**src/rtl/main_ram_ctrl_pkg.sv**
```systemverilog
// main_ram_ctrl_pkg
//   Shared definitions for the asynchronous SRAM controller:
//   - state_t      : FSM state encoding (also visible on the debug port)
//   - CNT_W        : phase counter width
//   - DEF_*        : default phase lengths in clock cycles
//   - phase_load() : value loaded into the phase counter on phase entry
package main_ram_ctrl_pkg;

   localparam int CNT_W = 4;

   localparam int DEF_RD_WAIT  = 2;
   localparam int DEF_WR_SETUP = 1;
   localparam int DEF_WR_PULSE = 2;
   localparam int DEF_WR_HOLD  = 1;

   typedef enum logic [2:0] {
      ST_IDLE      = 3'd0,
      ST_RD_ACTIVE = 3'd1,
      ST_WR_SETUP  = 3'd2,
      ST_WR_PULSE  = 3'd3,
      ST_WR_HOLD   = 3'd4
   } state_t;

   // A phase of N cycles counts N-1 down to 0; the edge seen with the
   // counter at 0 is the last edge of the phase.
   function automatic logic [CNT_W-1:0] phase_load(input int unsigned len);
      return CNT_W'(len - 1);
   endfunction

endpackage

```
**src/rtl/main_ram_ctrl_phase_timer.sv**
```systemverilog
// ram_phase_timer
//   4-bit down counter timing one FSM phase. Loads on phase entry, then
//   decrements once per clock and sticks at zero (never wraps).
//   Ports:
//     i_clk      : clock, rising edge
//     i_rst_n    : synchronous active-low reset (count -> 0)
//     i_load     : load i_load_val this edge (takes priority over decrement)
//     i_load_val : phase length minus one
//     o_zero     : counter is zero (current phase ends on this edge)
module ram_phase_timer
   import main_ram_ctrl_pkg::*;
(
   input  logic             i_clk,
   input  logic             i_rst_n,
   input  logic             i_load,
   input  logic [CNT_W-1:0] i_load_val,
   output logic             o_zero
);

   logic [CNT_W-1:0] r_count;

   always_ff @(posedge i_clk) begin
      if (!i_rst_n) begin
         r_count <= '0;
      end else if (i_load) begin
         r_count <= i_load_val;
      end else if (r_count != '0) begin
         r_count <= r_count - 1'b1;
      end
   end

   assign o_zero = (r_count == '0);

endmodule

```
**src/rtl/main_ram_ctrl.sv**
```systemverilog
// main_ram_ctrl
//   Single-request host port to an asynchronous SRAM with programmable
//   read wait and write setup/pulse/hold lengths. Every output is a register.
//   Ports:
//     clk, _reset              : clock; synchronous active-low reset
//     req_valid/req_ready      : request handshake; a request transfers on a
//                                rising edge where both are 1. req_ready is
//                                1 only in IDLE; req_write/req_addr/req_wdata
//                                are only looked at on that edge.
//     rsp_valid, rsp_rdata     : one-cycle completion pulse, last read data
//     _ram_cs/_ram_oe/_ram_w   : active-low SRAM controls
//     ram_addr, ram_wdata      : address/data latched at accept
//     ram_rdata                : SRAM read data
//     o_dbg_state              : current FSM state (state_t encoding)
module main_ram_ctrl
   import main_ram_ctrl_pkg::*;
#(
   parameter int WIDTH      = 8,
   parameter int ADDR_WIDTH = 20,
   parameter int RD_WAIT    = DEF_RD_WAIT,   // 1..15
   parameter int WR_SETUP   = DEF_WR_SETUP,  // 1..15
   parameter int WR_PULSE   = DEF_WR_PULSE,  // 1..15
   parameter int WR_HOLD    = DEF_WR_HOLD    // 1..15
) (
   input  logic                  clk,
   input  logic                  _reset,
   input  logic                  req_valid,
   output logic                  req_ready,
   input  logic                  req_write,
   input  logic [ADDR_WIDTH-1:0] req_addr,
   input  logic [WIDTH-1:0]      req_wdata,
   output logic                  rsp_valid,
   output logic [WIDTH-1:0]      rsp_rdata,
   output logic                  _ram_cs,
   output logic                  _ram_oe,
   output logic                  _ram_w,
   output logic [ADDR_WIDTH-1:0] ram_addr,
   output logic [WIDTH-1:0]      ram_wdata,
   input  logic [WIDTH-1:0]      ram_rdata,
   output logic [2:0]            o_dbg_state
);

   state_t                r_state, w_state_nxt;
   logic                  r_cs_n, r_oe_n, r_w_n, r_ready, r_rsp_valid;
   logic                  w_cs_n, w_oe_n, w_w_n, w_ready, w_rsp_valid;
   logic [WIDTH-1:0]      r_rdata, w_rdata_nxt;
   logic [WIDTH-1:0]      r_wdata, w_wdata_nxt;
   logic [ADDR_WIDTH-1:0] r_addr, w_addr_nxt;
   logic                  w_load, w_zero;
   logic [CNT_W-1:0]      w_load_val;

   ram_phase_timer u_timer (
      .i_clk      (clk),
      .i_rst_n    (_reset),
      .i_load     (w_load),
      .i_load_val (w_load_val),
      .o_zero     (w_zero)
   );

   // Next state and next value of every registered output. Controls
   // default to deasserted so any exit from a phase releases them.
   always_comb begin
      w_state_nxt = r_state;
      w_cs_n      = 1'b1;
      w_oe_n      = 1'b1;
      w_w_n       = 1'b1;
      w_ready     = 1'b0;
      w_rsp_valid = 1'b0;
      w_rdata_nxt = r_rdata;
      w_addr_nxt  = r_addr;
      w_wdata_nxt = r_wdata;
      w_load      = 1'b0;
      w_load_val  = '0;
      case (r_state)
         ST_IDLE: begin
            if (req_valid && r_ready) begin
               w_addr_nxt  = req_addr;
               w_wdata_nxt = req_wdata;
               w_cs_n      = 1'b0;
               w_load      = 1'b1;
               if (req_write) begin
                  w_state_nxt = ST_WR_SETUP;
                  w_load_val  = phase_load(WR_SETUP);
               end else begin
                  w_state_nxt = ST_RD_ACTIVE;
                  w_oe_n      = 1'b0;
                  w_load_val  = phase_load(RD_WAIT);
               end
            end else begin
               w_ready = 1'b1;
            end
         end
         ST_RD_ACTIVE: begin
            if (w_zero) begin
               // Last edge of the read window: data is still driven.
               w_state_nxt = ST_IDLE;
               w_rdata_nxt = ram_rdata;
               w_rsp_valid = 1'b1;
               w_ready     = 1'b1;
            end else begin
               w_cs_n = 1'b0;
               w_oe_n = 1'b0;
            end
         end
         ST_WR_SETUP: begin
            w_cs_n = 1'b0;
            if (w_zero) begin
               w_state_nxt = ST_WR_PULSE;
               w_w_n       = 1'b0;
               w_load      = 1'b1;
               w_load_val  = phase_load(WR_PULSE);
            end
         end
         ST_WR_PULSE: begin
            w_cs_n = 1'b0;
            if (w_zero) begin
               w_state_nxt = ST_WR_HOLD;
               w_load      = 1'b1;
               w_load_val  = phase_load(WR_HOLD);
            end else begin
               w_w_n = 1'b0;
            end
         end
         ST_WR_HOLD: begin
            if (w_zero) begin
               w_state_nxt = ST_IDLE;
               w_rsp_valid = 1'b1;
               w_ready     = 1'b1;
            end else begin
               w_cs_n = 1'b0;
            end
         end
         default: begin
            w_state_nxt = ST_IDLE;
         end
      endcase
   end

   always_ff @(posedge clk) begin
      if (!_reset) begin
         r_state     <= ST_IDLE;
         r_cs_n      <= 1'b1;
         r_oe_n      <= 1'b1;
         r_w_n       <= 1'b1;
         r_ready     <= 1'b0;
         r_rsp_valid <= 1'b0;
         r_rdata     <= '0;
         r_addr      <= '0;
         r_wdata     <= '0;
      end else begin
         r_state     <= w_state_nxt;
         r_cs_n      <= w_cs_n;
         r_oe_n      <= w_oe_n;
         r_w_n       <= w_w_n;
         r_ready     <= w_ready;
         r_rsp_valid <= w_rsp_valid;
         r_rdata     <= w_rdata_nxt;
         r_addr      <= w_addr_nxt;
         r_wdata     <= w_wdata_nxt;
      end
   end

   assign req_ready   = r_ready;
   assign rsp_valid   = r_rsp_valid;
   assign rsp_rdata   = r_rdata;
   assign _ram_cs     = r_cs_n;
   assign _ram_oe     = r_oe_n;
   assign _ram_w      = r_w_n;
   assign ram_addr    = r_addr;
   assign ram_wdata   = r_wdata;
   assign o_dbg_state = r_state;

endmodule

```
**config.mk**
```make
export PLATFORM = sky130hd
export DESIGN_NAME = main_ram_ctrl
export DESIGN_NICKNAME = d
export VERILOG_FILES = /design/src/rtl/main_ram_ctrl_pkg.sv /design/src/rtl/main_ram_ctrl_phase_timer.sv /design/src/rtl/main_ram_ctrl.sv
export SDC_FILE = /design/constraint.sdc
export NUM_CORES = 1
export LEC_CHECK = 0
export ABC_AREA = 1
export CAP_MARGIN = 10
export CORE_AREA = 8 8 77 79
export DETAILED_ROUTE_END_ITERATION = 12
export DIE_AREA = 0 0 85 87
export PLACE_DENSITY = 0.76
export SETUP_SLACK_MARGIN = 0.02
export SLEW_MARGIN = 10
export SYNTH_ARGS = -nofsm -noshare
export SYNTH_HDL_FRONTEND = slang
export SYNTH_SLANG_ARGS = --single-unit
export TNS_END_PERCENT = 1
```
**constraint.sdc**
```tcl
create_clock -name clk -period 2.7 [get_ports clk]
set_input_delay 0.27 -clock clk [delete_from_list [all_inputs] [get_ports clk]]
set_output_delay 0.27 -clock clk [all_outputs]
set_load 0.02 [all_outputs]
```
---- Word level (Yosys, flattened, before mapping) ----
Cells that the tools add are included.
W data, S select, Z words.
word-level totals
  latch bits .............................. 0
  bits of input ports ..................... 40
  word-level logic and storage cells ...... 53
  memories kept ........................... 0
  bits in read-only memories .............. 0
  output and inout port bits .............. 44
  register bits ........................... 48
  bits in writable memories ............... 0
cells by class
  $mul .................................... 0
  add/sub/neg operators ................... 1
  equal/unequal tests ..................... 8
  reductions and logical operators ........ 11
  $lt $le $gt $ge ......................... 0
  shift operators ......................... 0
  mux-type cells .......................... 23
  bitwise gates (word level) .............. 0
  divide/modulo/power cells ............... 0
operator list
  operator               number
  $mux W3                4
  $pmux W3 S4            1
  $pmux W1 S2            5
  $mux W1                9
  $mux W4                2
  $eq A3 B2 Y1 const B   2
  $ne A2 B1 Y1 const B   3
  $reduce_and A2 Y1      3
  $logic_not A4 Y1       1
  $reduce_and A4 Y1      1
  $reduce_bool A4 Y1     1
  $reduce_or A2 Y1       2
  $sub A4 B1 Y4 const B  1
  $eq A3 B1 Y1 const B   1
  $eq A3 B3 Y1 const B   1
  $logic_not A3 Y1       1
  $pmux W1 S3            1
  $mux W2                1
  $ne A2 B2 Y1 const B   1
  $reduce_bool A2 Y1     1
  $logic_and A1 B1 Y1    1

---- Depth between registers and ports, before layout ----
Gate-level depths: netlist of run 1.
  depth in word-level cells ............... 4
  mapped depth ............................ 9
  gate-level depth less buffers ........... 9

---- Hierarchy ----
From an unflattened synthesis of run 1, not the netlist that was laid out.
unflattened totals
  cells, all modules ...................... 254
  area total of the unflattened synthesis .. 2008.2 um2
by module, submodules not included
  module           area each (um2)  seq. area each (um2)  cells each  instances
  main_ram_ctrl    1760.4           880.8                 214         1
  ram_phase_timer  247.7            80.1                  40          1

---- Worst setup path before layout of run 1 ----
No wires, ideal clock.
  kind .................................... flip-flop to flip-flop
  start ................................... register u_timer.r_count[0]
  end ..................................... register r_rdata[0], in the netlist rsp_rdata[0]
  cell stages (with the launch flop) ...... 8
  required time ........................... 2584 ps
  buffers on the path ..................... 0
  library setup time ...................... 116 ps
  clock period less this slack ............ 1240 ps
  arrival time ............................ 1124 ps
  slack ................................... 1460 ps
  cell sequence ........................... dfxtp_1 -> inv_1 -> ha_1 -> nand2_1 -> nor2_4 -> inv_2 -> nor2_1 -> nor2_1
on the way
  longest elaborated chain between the ends .. 2
RTL lines
  what                         RTL line                         RTL
  start, declared              main_ram_ctrl_phase_timer.sv:20  logic [CNT_W-1:0] r_count;
  start signal, assigned       main_ram_ctrl_phase_timer.sv:26  r_count <= i_load_val;
  start signal, assigned       main_ram_ctrl_phase_timer.sv:28  r_count <= r_count - 1'b1;
  $logic_not A4 Y1             main_ram_ctrl_phase_timer.sv:32  assign o_zero = (r_count == '0);
  $reduce_and A2 Y1 (no line)  --
  end signal, assigned         main_ram_ctrl.sv:157             r_rdata <= w_rdata_nxt;
  end, declared                main_ram_ctrl.sv:46              logic [WIDTH-1:0] r_rdata, w_rdata_nxt;
No other way between the ends.
A chain may end at the register's enable or synchronous reset.

---- Worst setup path after layout of run 1 ----
  start ................................... register r_state[1], in the netlist o_dbg_state[1]
  end ..................................... output o_dbg_state[1]
RTL lines
  what                    RTL line              RTL
  start, declared         main_ram_ctrl.sv:43   state_t r_state, w_state_nxt;
  start signal, assigned  main_ram_ctrl.sv:151  r_state <= w_state_nxt;
  end, declared           main_ram_ctrl.sv:40   output logic [2:0] o_dbg_state
No word-level cell between the ends.

==> results of run 1 <==
[routing by layer]
metal / share of wire (%) / vias to the layer above / wire length [µm]
met3: 9.0 / 8 / 438
met1: 42 / 801 / 2070
met5: 0 / - / 0
met4: 1.3 / 0 / 65
met2: 47 / 58 / 2300
li1: - / 923 / -
[worst paths after layout]
kind	to	slack (ps)	cells past startpoint
min reg2reg	ram_addr[8]$_SDFFE_PN0P_	470	2
max reg2reg	ram_addr[18]$_SDFFE_PN0P_	1020	5
max	o_dbg_state[1]	1000	1
min	ram_addr[8]$_SDFFE_PN0P_	470	2
[power groups by stage]
stage	registers, W	clock network, W	logic, W
global placement	0.000964	0	0.00108
floorplan	0.00112	0	0.000530
global route	0.000971	0.000477	0.00122
CTS	0.000953	0.000453	0.00111
detailed placement	0.000968	0	0.00110
finish	0.000953	0.000437	0.00110
[synthesized netlist by cell type, types with 2 or more instances]
| master | n | area [µm²] |
|---|---|---|
| nand3_1 | 10 | 50.1 |
| nand2_1 | 76 | 285 |
| a21oi_1 | 32 | 160 |
| o21ai_1 | 3 | 15.0 |
| inv_1 | 7 | 26.3 |
| dfxtp_1 | 48 | 961 |
| inv_2 | 2 | 7.51 |
| buf_2 | 3 | 15.0 |
| o21ai_0 | 10 | 50.1 |
| clkbuf_1 | 3 | 11.3 |
| nor2_1 | 28 | 105 |
| buf_6 | 2 | 22.5 |
[sequential cells by signal, indices dropped and copies added, names as in the netlist]
| register | flops |
|---|---|
| ram_wdata | 8 |
| rsp_rdata | 8 |
| ram_addr | 20 |
| o_dbg_state | 3 |
| rsp_valid | 1 |
| req_ready | 1 |
| _ram_cs | 1 |
| _ram_w | 1 |
| u_timer.r_count | 4 |
| _ram_oe | 1 |
[cell type report]
cell class	count	share of cell area (%)
repair buffers	84	30.4
inverters	11	1.54
well taps	56	2.54
clock buffers	8	3.27
multi-input cells	168	27.3
flip-flops and latches	48	34.9
[stage by stage]
stage          util (%)  cells
2_1_floorplan         -    236
3_3_place_gp       55.0    367
3_5_place_dp       55.0    367
4_1_cts            56.8    375
5_1_grt            56.8    375
6_report           56.8    375
[cells by family (layout without fill, tap and decap cells)]
| family | count (synthesis) | after routing | synth area share, % |
|---|---|---|---|
| and+or+nand+nor | 119 | 119 | 27.1 |
| DFF | 48 | 48 | 53.1 |
| AOI/OAI and AO/OA | 47 | 47 | 13.4 |
| buffers and inverters | 20 | 103 | 5.26 |
| adders and majority gates | 1 | 1 | 0.692 |
| xor gates and xnor gates | 1 | 1 | 0.485 |
==> results.md, run 1 <==
* Top_reg_cell synth: dfxtp_1
* ANT cells at 0
* Post-synthesis net count at 277
* Die area at 7400 µm²
* Die Ht at 87 µm
* Fillers at 456
* Register area at 961 µm²
* CTS tree: done
* Largest net degree at the start of global routing at 35
* Synthesis-to-finish area growth at 52.3%
* Worst endpoint required time at 2430 ps
* DRC at 0
* CP endpoint kind: output port
* Worst hold start: ram_addr[8]$_SDFFE_PN0P_
* Setup repair bufs after CTS at 0
* Total power at 0.00249 W
* Iter 0 DRT Violations at 80
* Met3 usage at 6.60%
* Crit-path leading delay family: buffers and inverters
* Drt first pass iters at 4
* Number of clock sinks at 48
* Crit Path Class: reg2out
* Leak at 1.05 nW
* All-Layer GR Usage at 13.0%
* Hold Buf Count CTS at 0
* FFs w/ async S/R, synth at 0%
* Global-route track usage on met2 at 22.2%
* Vias in the first global route at 1,753
* Critical Path AT at 1430 ps
* Initial antenna violation count at 0
* Buffers on Ports at 83
* Crit path cell chain: clkdlybuf4s50_1
* Clock power share at 17.6%
* Resized cells post-CTS at 0
* Mapped Cells at 236
* Clock Skews at 7.80 ps
* Crit share post-route at 62.9%
* I/O pin count at 84
* Maximum clock path buffer count at 2
* Int Power at 0.00153 W
* Crit path time final at 1700 ps
* Achievable clock frequency at 589 MHz
* Flop and latch count out of synthesis at 48
* Worst-path clk slew at 90 ps
* M1 GR Usage at 13.8%
* Hold crit path type: reg2reg
* Power per cell area at 904 nW/µm²
* Post-layout net count at 359
* Core ar. at 4850 µm²
* Startpoint Class: flop
* VDD IR max at 507 µV
* Worst setup margin at 1000 ps
* Sequential share of power at 38.3%
* Max incr delay on CP at 660 ps
* Gate power share at 44.1%
* Num CTS Buffers at 5
* RD Place Congestion at 0.817
* H-tree depth at 2
* Placed inst area at 2660 µm²
* Reg-to-Reg Start: o_dbg_state[1]$_SDFFE_PN0P_
* Crit path max fanout at 7
* Antenna Nets Post-Route at 0
* # setup viols final at 0
* Mapped Area at 1810 µm²
* Layer with the highest usage: met2
* Gr ovfl total at 0
* Syn_area_per_cell at 7.66 µm²
* WL/cell at 13.0 µm
* RSZ-0062 raised after global routing: no
* Worst-Skew Late Latency at 300 ps
* Post-synth EDFFs at 0
* Sequential area share after synthesis at 53.1%
* Area of the multi-input gates at 752 µm²
* Root Buffer: clkbuf_8
* Worst-margin pin slew at 469 ps
* Yosys cell types at 24
* Initial Util at 37.3%
* Final Hold Vio Count at 0
* Most frequent cells in the layout: 83 x clkdlybuf4s50_1, 76 x nand2_1, 48 x dfxtp_1, 32 x a21oi_1, 28 x nor2_1
* Buf/Inv on CP at 1
* Detailed Place HPWL at 3540 µm
* Slew headroom at 68.6%
* Site Rows at 26
* Total routed wirelength at 4870 µm
* Setup_tns at 0 ps
* Worst setup startpoint: o_dbg_state[1]$_SDFFE_PN0P_
* MaxCap Viol Count at 0
* Hold_ws at 467 ps
* Critical path's slowest cell: clkdlybuf4s50_1
* Most common cell after layout, fill and taps aside: clkdlybuf4s50_1
* Fin. max-slew vios at 0
* Switching portion of total power at 38.7%
* Net Switching at 0.000962 W
* Avg Vias per Cell at 4.77
* Syn. warnings at 0
* Place WS at 691 ps
* Design area at 2750 µm²
* Outcome: finished, final reports clean
* First-pass GRT wire length at 7890 µm
* Vias post-DR at 1,790
* Share of post-route cells with drive strength above 1 at 4.39%
* Die extent in x at 85 µm
Note: power is estimated with default switching activity, not from simulation.
==> run 2: changes to the inputs <==
--- a/config.mk
+++ b/config.mk
@@ -7,10 +7,10 @@
 export LEC_CHECK = 0
 export ABC_AREA = 1
 export CAP_MARGIN = 10
-export CORE_AREA = 8 8 77 79
+export CORE_AREA = 8 8 79 81
 export DETAILED_ROUTE_END_ITERATION = 12
-export DIE_AREA = 0 0 85 87
-export PLACE_DENSITY = 0.76
+export DIE_AREA = 0 0 87 89
+export PLACE_DENSITY = 0.75
 export SETUP_SLACK_MARGIN = 0.02
 export SLEW_MARGIN = 10
 export SYNTH_ARGS = -nofsm -noshare
==> constraint.sdc (replaced) <==
create_clock -name clk -period 1.5 [get_ports clk]
set_input_delay 0.15 -clock clk [delete_from_list [all_inputs] [get_ports clk]]
set_output_delay 0.15 -clock clk [all_outputs]
set_load 0.02 [all_outputs]
==> run 2 against run 1 <==
  * Global-route usage down 0.20 points
  * Sequential share of layout area down 1.2 points
  * Final cell count increased by 4.8%
  * Clock power grew 110%
  * Sequential power up 80%
  * Critical path depth stayed put
  * Combinational power increased by 85%
  * Register-to-register slack worse by 910 ps
  * Flip-flop and latch count unchanged
  * Critical endpoint is now ram_addr[18]
  * Largest cell class unchanged
  * Highest routed layer unchanged
==> results.md, run 2 (synthesis results as in run 1) <==
* Number of clock sinks at 48 (unchanged)
* Net Switching at 0.00176 W (+83%)
* Vias in the first global route at 1,734 (-1.1%)
* Worst-path clk slew at 80 ps (about the same)
* M1 GR Usage at 13.4% (-0.36 points)
* Power per cell area at 1640 nW/µm² (+81%)
* Gr ovfl total at 0 (unchanged)
* Site Rows at 26 (unchanged)
* Initial Util at 36.3% (-0.98 points)
* Initial antenna violation count at 0 (unchanged)
* Total power at 0.00466 W (+87%)
* Sequential share of power at 36.8% (-1.5 points)
* Iter 0 DRT Violations at 95 (+19%)
* Core ar. at 4980 µm² (+2.7%)
* Post-layout net count at 363 (+1.1%)
* Buf/Inv on CP at 1 (unchanged)
* Crit Path Class: reg2out
* Clock Skews at 2.35 ps (-5.45 ps)
* Root Buffer: clkbuf_8
* Hold crit path type: in2reg
* RD Place Congestion at 0.848 (+3.8%)
* First-pass GRT wire length at 7880 µm (about the same)
* Share of post-route cells with drive strength above 1 at 6.50% (+2.1 points)
* Crit path time final at 1400 ps
* ANT cells at 0 (unchanged)
* CP endpoint kind: output port
* Die Ht at 89 µm (+2.3%)
* Achievable clock frequency at 714 MHz
* Buffers on Ports at 83 (unchanged)
* Drt first pass iters at 4 (unchanged)
* WL/cell at 12.4 µm (-4.6%)
* Setup repair bufs after CTS at 0 (unchanged)
* Largest net degree at the start of global routing at 35 (unchanged)
* Layer with the highest usage: met2
* Worst-Skew Late Latency at 290 ps (about the same)
* Vias post-DR at 1,783 (-0.39%)
* Global-route track usage on met2 at 22.1% (-0.091 points)
* All-Layer GR Usage at 12.8% (-0.20 points)
* Critical Path AT at 1250 ps (-180 ps)
* Critical path's slowest cell: clkdlybuf4s50_1
* Crit share post-route at 93.3%
* # setup viols final at 0 (unchanged)
* Switching portion of total power at 37.7% (-0.94 points)
* Worst endpoint required time at 1350 ps (-1080 ps)
* Setup_tns at 0 ps (unchanged)
* Most common cell after layout, fill and taps aside: clkdlybuf4s50_1
* Most frequent cells in the layout: 77 x clkdlybuf4s50_1, 75 x nand2_1, 48 x dfxtp_1, 32 x a21oi_1, 27 x nor2_1
* Leak at 1.15 nW (+9.7%)
* Int Power at 0.00291 W (+90%)
* Max incr delay on CP at 620 ps (-40 ps)
* Avg Vias per Cell at 4.54 (-5.0%)
* Crit path cell chain: clkdlybuf4s50_1
* Clock power share at 19.3% (+1.7 points)
* DRC at 0 (unchanged)
* Startpoint Class: flop
* Max reg flops at 20 (unchanged)
* VDD IR max at 610 µV (+20%)
* Fin. max-slew vios at 0 (unchanged)
* Maximum clock path buffer count at 2 (unchanged)
* Outcome: finished, final reports clean
* Final Hold Vio Count at 0 (unchanged)
* Die extent in x at 87 µm (+2.4%)
* Synthesis-to-finish area growth at 57.7%
* Hold_ws at 401 ps (-65.9 ps)
* Antenna Nets Post-Route at 0 (unchanged)
* H-tree depth at 2 (unchanged)
* Hold Buf Count CTS at 0 (unchanged)
* Die area at 7740 µm² (+4.7%)
* Crit path max fanout at 2 (-5)
* Num CTS Buffers at 5 (unchanged)
* CTS tree: done
* Slew headroom at 82.0% (+13 points)
* MaxCap Viol Count at 0 (unchanged)
* RSZ-0062 raised after global routing: yes
* Worst-margin pin slew at 269 ps (-200 ps)
* Gate power share at 43.8% (-0.3 points)
* Met3 usage at 6.89% (+0.29 points)
* I/O pin count at 84 (unchanged)
* Detailed Place HPWL at 3570 µm (+0.95%)
* Crit-path leading delay family: buffers and inverters
* Total routed wirelength at 4860 µm (about the same)
-- run 2: cell types whose count changed in the layout (fill, tap and decap cells not counted), sizes merged --
cell / delta
buf: +4
bufinv: +1
clkbuf: -2
clkdlybuf4s50: -6
dlygate4sd2: +3
dlymetal6s2s: +3
inv: +1
-- run 2: layout make-up --
type / instances / area (µm²)
fill: 463 / 2130
sequential: 48 / 961
timing repair buffer: 88 / 885
multi-input combinational: 168 / 767
tap: 70 / 87.6
clock buffer: 6 / 72.6
inverter: 11 / 43.8
clock inverter: 2 / 35.0
-- run 2: power groups by stage --
stage,registers [W],logic (W),clock network [W]
after floorplan,0.00202,0.000953,0
after global placement,0.00174,0.00199,0
after detailed placement,0.00175,0.00202,0
after CTS,0.00172,0.00203,0.000931
after global routing,0.00175,0.00227,0.000983
final,0.00172,0.00204,0.000902
-- run 2: worst paths after layout --
kind	from	to	slack [ps]	cells past startpoint
hold / removal	req_addr[2]	ram_addr[2]$_SDFFE_PN0P_	400	3
setup / recovery	ram_addr[18]$_SDFFE_PN0P_	ram_addr[18]	100	1
setup reg to reg	u_timer.r_count[0]$_SDFFE_PN0P_	rsp_rdata[5]$_SDFFE_PN0P_	110	7
hold reg to reg	ram_addr[15]$_SDFFE_PN0P_	ram_addr[15]$_SDFFE_PN0P_	460	2
-- run 2: metal layers --
metal  vias to the layer above  routed length [µm]
met3                         5                 516
li1                        934                   -
met5                         -                   0
met1                       781                2020
met2                        63                2280
met4                         0                  43
-- run 2: per-stage QoR --
step	cells	instance area (µm²)	worst slack, ps	utilization [%]
detailed placement	385	2720	-35.1	54.7
global placement	385	2720	-8.63	54.7
CTS	393	2830	61.4	56.9
global route	393	2850	14.7	57.3
floorplan	236	1810	260	-
finish	393	2850	100	57.3
-- run 2: timing repair --
action | 4_1_cts | 5_1_grt
pin swaps | 1 | 0
endpoints found under the setup margin | 4 | 41
endpoints found under the hold margin | 0 | 0
resized for setup | 4 | 7
==> run 3: changes to the inputs <==
--- a/config.mk
+++ b/config.mk
@@ -8,6 +8,7 @@
 export ABC_AREA = 1
 export CAP_MARGIN = 10
 export CORE_AREA = 8 8 79 81
+export CTS_CLUSTER_SIZE = 30
 export DETAILED_ROUTE_END_ITERATION = 12
 export DIE_AREA = 0 0 87 89
 export PLACE_DENSITY = 0.75
==> results of run 3 <==
Final layout, timing and power as in run 2 (identical DEF).
